==> config.mk <==
export PLATFORM = sky130hd
export DESIGN_NAME = conv3x3_stream
export DESIGN_NICKNAME = d
export VERILOG_FILES = /design/src/rtl/conv3x3_stream.sv
export SDC_FILE = /design/constraint.sdc
export NUM_CORES = 2
export LEC_CHECK = 0
export CAP_MARGIN = 20
export CORE_ASPECT_RATIO = 0.75
export CORE_MARGIN = 3
export CORE_UTILIZATION = 45
export CTS_CLUSTER_SIZE = 12
export DETAILED_ROUTE_END_ITERATION = 6
export HOLD_SLACK_MARGIN = 0.05
export PLACE_DENSITY = 0.66
export SLEW_MARGIN = 5
export SYNTH_ARGS = -nofsm -noshare
export SYNTH_HDL_FRONTEND = slang
export SYNTH_SLANG_ARGS = --single-unit
==> constraint.sdc <==
create_clock -name clk -period 10.4 [get_ports clk]
set_input_delay 3.12 -clock clk [delete_from_list [all_inputs] [get_ports clk]]
set_output_delay 3.12 -clock clk [all_outputs]
set_load 0.02 [all_outputs]
==> src/rtl/conv3x3_stream.sv <==
// conv3x3_stream: streaming 3x3 convolution with line buffers, pipelined MAC tree and frame tracking.
// Define CONV_SAT_EN to clamp the output to the unsigned pixel range 0..2^PIX_W-1.
module conv3x3_stream #(
  parameter int PIX_W = 8,
  parameter int COEF_W = 4,
  parameter int IMG_W = 130,
  parameter int IMG_H = 130,
  localparam int RES_W = PIX_W + COEF_W + 5
) (
  input  logic                  clk,
  input  logic                  reset,
  input  logic                  in_valid,
  input  logic [PIX_W-1:0]      in_pixel,
  input  logic [9*COEF_W-1:0]   coef,
  output logic                  out_valid,
  output logic [RES_W-1:0]      out_data,
  output logic                  out_last
);
  localparam int PW = PIX_W + COEF_W + 1;
  localparam int XW = $clog2(IMG_W);
  localparam int YW = $clog2(IMG_H);
  logic [XW-1:0] col;
  logic [YW-1:0] row;
  logic [IMG_W-1:0][PIX_W-1:0] lb1, lb2;
  logic [PIX_W-1:0] win [3][3];
  logic [PIX_W-1:0] win_in [3];
  logic signed [PW-1:0] prod [9];
  logic signed [RES_W-1:0] part [3];
  logic signed [RES_W-1:0] total;
  logic [RES_W-1:0] res;
  logic [3:0] v, l;
  logic col_end, row_end, fire;
  always_comb begin
    col_end = col == XW'(IMG_W - 1);
    row_end = row == YW'(IMG_H - 1);
    fire = in_valid && row >= YW'(2) && col >= XW'(2);
    win_in[0] = lb2[IMG_W-1];
    win_in[1] = lb1[IMG_W-1];
    win_in[2] = in_pixel;
  end
`ifdef CONV_SAT_EN
  localparam logic signed [RES_W-1:0] MAXP = RES_W'((1 << PIX_W) - 1);
  always_comb res = total[RES_W-1] ? '0 : (total > MAXP ? MAXP : total);
`else
  always_comb res = total;
`endif
  // Storage and datapath carry no reset: only validated windows ever reach the output.
  always_ff @(posedge clk) begin
    if (in_valid) begin
      lb1 <= {lb1[IMG_W-2:0], in_pixel};
      lb2 <= {lb2[IMG_W-2:0], lb1[IMG_W-1]};
      for (int r = 0; r < 3; r++) begin
        win[r][0] <= win[r][1];
        win[r][1] <= win[r][2];
        win[r][2] <= win_in[r];
      end
    end
    for (int k = 0; k < 9; k++)
      prod[k] <= PW'(signed'({1'b0, win[k/3][k%3]})) * PW'($signed(coef[k*COEF_W +: COEF_W]));
    for (int i = 0; i < 3; i++)
      part[i] <= RES_W'(prod[3*i]) + RES_W'(prod[3*i+1]) + RES_W'(prod[3*i+2]);
    total <= part[0] + part[1] + part[2];
  end
  always_ff @(posedge clk or posedge reset) begin
    if (reset) begin
      col <= '0;
      row <= '0;
      v <= '0;
      l <= '0;
      out_valid <= 1'b0;
      out_data <= '0;
      out_last <= 1'b0;
    end else begin
      v <= {v[2:0], fire};
      l <= {l[2:0], fire && row_end && col_end};
      out_valid <= v[3];
      out_last <= l[3];
      if (v[3]) out_data <= res;
      if (in_valid) begin
        col <= col_end ? '0 : col + 1'b1;
        if (col_end) row <= row_end ? '0 : row + 1'b1;
      end
    end
  end
endmodule

==> results.md <==
- Crit share post-route: 0.610
- Final HPWL DP: between 60000 and 70000 um
- Number of port buffers: 65
- Die area: 186000 um^2
- Met2 Use GR: 0.161
- First-pass GRT wire length: 181000 um
- Power Density: 252 nW/um^2
- Seq/Total Area, Yosys: 0.834
- GR Layer Usage met1: 0.202
- ANT nets after route: 0
- Row cnt: approximately 130
- MaxCap Viol Count: 0
- Ys async rst share: 0.0185
- Worst slack, placed: roughly 3.3 ns
- WP buf/inv: 3
- Leakage power: 33.1 nW
- Yosys warnings: 0
- Clock sink count: 2326
- Met3 Track Usage GR: 0.0260
- Number of global-route vias before repair: 31800
- DRT iter0 DRCs: 3030
- Total power: 23.0 mW
- Worst skew pair latency: about 0.81 ns
- CP max-delay cell: clkdlybuf4s50_1
- Clock Skews: 0.0345 ns
- Postcts setup bufs: 0
- Sequential power share: 0.504
- Status: complete, no violations
- Drt pass-1 iters: 5
- CTS tree: built
- Detailed Route WL: 114000 um
- CP Capture Type: register
- Synthesized cell area: around 81000 um^2
- Layout cells sized above 1: 0.0681
- Clock root buffer: clkbuf_16
- GPL Wtd Cong: 0.812
- Leading area contributor after synthesis: edfxtp_1
- Die height: approximately 370 um
- Clk pwr share: 0.307
- Final setup margin: a little over 4 ns
- CP required: 11.13 ns
- Top cells by count, synth: edfxtp_1 (2104), ha_1 (285), inv_1 (218), dfxtp_1 (179), fa_1 (175)
- CTS H-tree depth: 4
- Startpoint type of the worst setup path: primary input
- Min cycle time layout: 6.34 ns
- Synth top area share: 0.777
- Worst-path clk slew: approximately 0.06 ns
- Synth area leaders: edfxtp_1 (78%), dfxtp_1 (4.4%), ha_1 (4.4%), fa_1 (4.3%), dfrtp_1 (1.3%)
- Most common cell on crit path: fa_1
- Initial antenna violation count: 6
- Largest delay share family, worst path: adder cells
- Max stage delay on crit path: around 0.72 ns
- Final nets: 4712
- Largest net degree at the start of global routing: between 200 and 250
- Worst VDD drop: about 230 uV
- Post-synth top flop: edfxtp_1
- # setup viols final: 0
- Most frequent cell after synthesis: edfxtp_1
- Die Span X: 497 um
- Sw frac: 0.264
- Actual slew at the worst max-slew pin: 1.10 ns
- Drt drc: 0
- Hold Path Class: register to register
- Vias: 32300
- Worst path cell trace: clkdlybuf4s50_1, nand2b_1, fa_1, fa_1, inv_1, fa_1, ha_1, inv_1, fa_1, nor2b_1, o21ai_0, a21boi_0, o21ai_0, a21oi_1, xor2_1
- Global Route Usage Sum: 0.123
- Post-synth cell types: 63
- CP arrival: 7.07 ns
- Clock tree buffer depth: 3
- Fin. max-slew vios: 0
- Post-synthesis net count: 4416
- Ports: 66
- RSZ-0062 raised after global routing: no
- FF+latch count, synth: 2326
- Hold-fix buffers at CTS: 0
- Combinational power share: 0.189
- Syn Area/Cell: 20.8 um^2
- Routed vias/inst: 4.81
- Setup TNS: 0 ns
- Area grow syn2layout: 12.5%
- Post-Syn Instances: 3909
- Post-synth EDFFs: between 2000 and 2500
- Power Internal: 16.9 mW
- Max-slew headroom: 0.265
- Resized cells post-CTS: 0
- Final hold vios: 0
- Starting Density: 0.455
- Peak Freq: between 150 and 200 MHz
- Critical path class: primary input to register
- NetSw: a little over 6 mW
- Crit-path max FO: 10
- Grt total ovfl: 0
- Core footprint: 179000 um^2
- Number of buffers created by CTS: 217
- Routed WL per cell: 16.9 um
- GR peak layer: met1
## flip-flops by register name, summed over array words and instances, names as in the netlist, 4 cells and up
name and flops:
lb2 1037, v 4, prod 117, col 8, lb1 1038, res 17, out_data 17, win 29
part 45, l 4, row 8
## routing by layer
metal  wire, um  part of all wire
met5          0                 0
met1      59300              0.52
met3       5080             0.045
met4       2720             0.024
met2      46500              0.41
## metrics by stage
stage,cells,area (um^2),utilization,hold WS (ns)
after floorplan,3909,81300,-,0.331
after global placement,6366,85200,0.477,0.333
after detailed placement,6366,85200,0.477,0.335
after CTS,6715,91500,0.512,0.348
after global routing,6716,91500,0.512,0.355
final,6719,91500,0.512,0.347
## placed cells by master, fill, tap and decap left out, types with 28 or more instances in the layout
cell type and count:
a21o_1 30, a21oi_1 61, and2_1 163, clkbuf_1 99, clkbuf_16 219, clkdlybuf4s50_1 64
dfrtp_1 43, dfxtp_1 179, edfxtp_1 2104, fa_1 175, ha_1 285, inv_1 217
nand2_1 93, nand2b_1 38, nor2_1 96, nor2b_1 50, nor3_1 28, o21ai_0 56
xnor2_1 82
## kinds of logic (layout without fill, tap and decap cells)
group / after synthesis / after routing / share of synthesized area
flip-flops: 2326 / 2326 / 0.834
other: 0 / 4 / 0
AO/OA/AOI/OAI: 242 / 242 / 0.0195
XOR/XNOR: 109 / 109 / 0.0117
adder cells (fa/ha/maj): 460 / 460 / 0.0869
buffers and inverters: 225 / 651 / 0.0104
multiplexers: 17 / 17 / 0.00235
AND/OR/NAND/NOR: 530 / 530 / 0.0347
## worst reg2reg max path, stage by stage, from the launching register on
cell	delay (ns)
edfxtp_1	0.51
nand2b_1	0.23
fa_1	0.51
fa_1	0.59
fa_1	0.43
inv_1	0.07
ha_1	0.16
inv_1	0.06
fa_1	0.39
nor2b_1	0.12
o21ai_0	0.11
a21boi_0	0.27
o21ai_0	0.14
nor2b_1	0.16
xnor2_1	0.12
## path summary, 6_finish.rpt
path	start	end	slack, ns	cells past startpoint
worst max-delay path	coef[15]	prod[0][50]$_DFF_P_	4.06	15
worst min-delay path	l[0]$_DFF_PP0_	l[1]$_DFF_PP0_	0.35	0
worst max register to register	lb1[16]$_DFFE_PP_	prod[0][87]$_DFF_P_	6.41	14
worst min register to register	l[0]$_DFF_PP0_	l[1]$_DFF_PP0_	0.35	0
max in group asynchronous	reset	out_data[11]$_DFFE_PP0P_	6.99	2
min in group asynchronous	reset	out_last$_DFF_PP0_	2.82	2
## area by class of cell
class	instances	area (um^2)
inverters	218	818
repair buffers	84	923
flip-flops and latches	2326	67800
multi-input cells	1358	12600
clock inverters	27	378
fillers	14100	87300
well taps	2380	2980
clock buffers	322	5900
diodes	4	10.0
## power by group through the flow
stage / Sequential, mW / Clock [mW] / Combinational [mW]
after detailed placement: 11.8 / 0 / 4.32
after global placement: 11.8 / 0 / 4.27
final: 11.6 / 7.07 / 4.35
after floorplan: 11.6 / 0 / 3.06
after global routing: 11.7 / 7.73 / 4.89
after CTS: 11.6 / 7.37 / 4.37
Power figures use the tool's default switching activity.
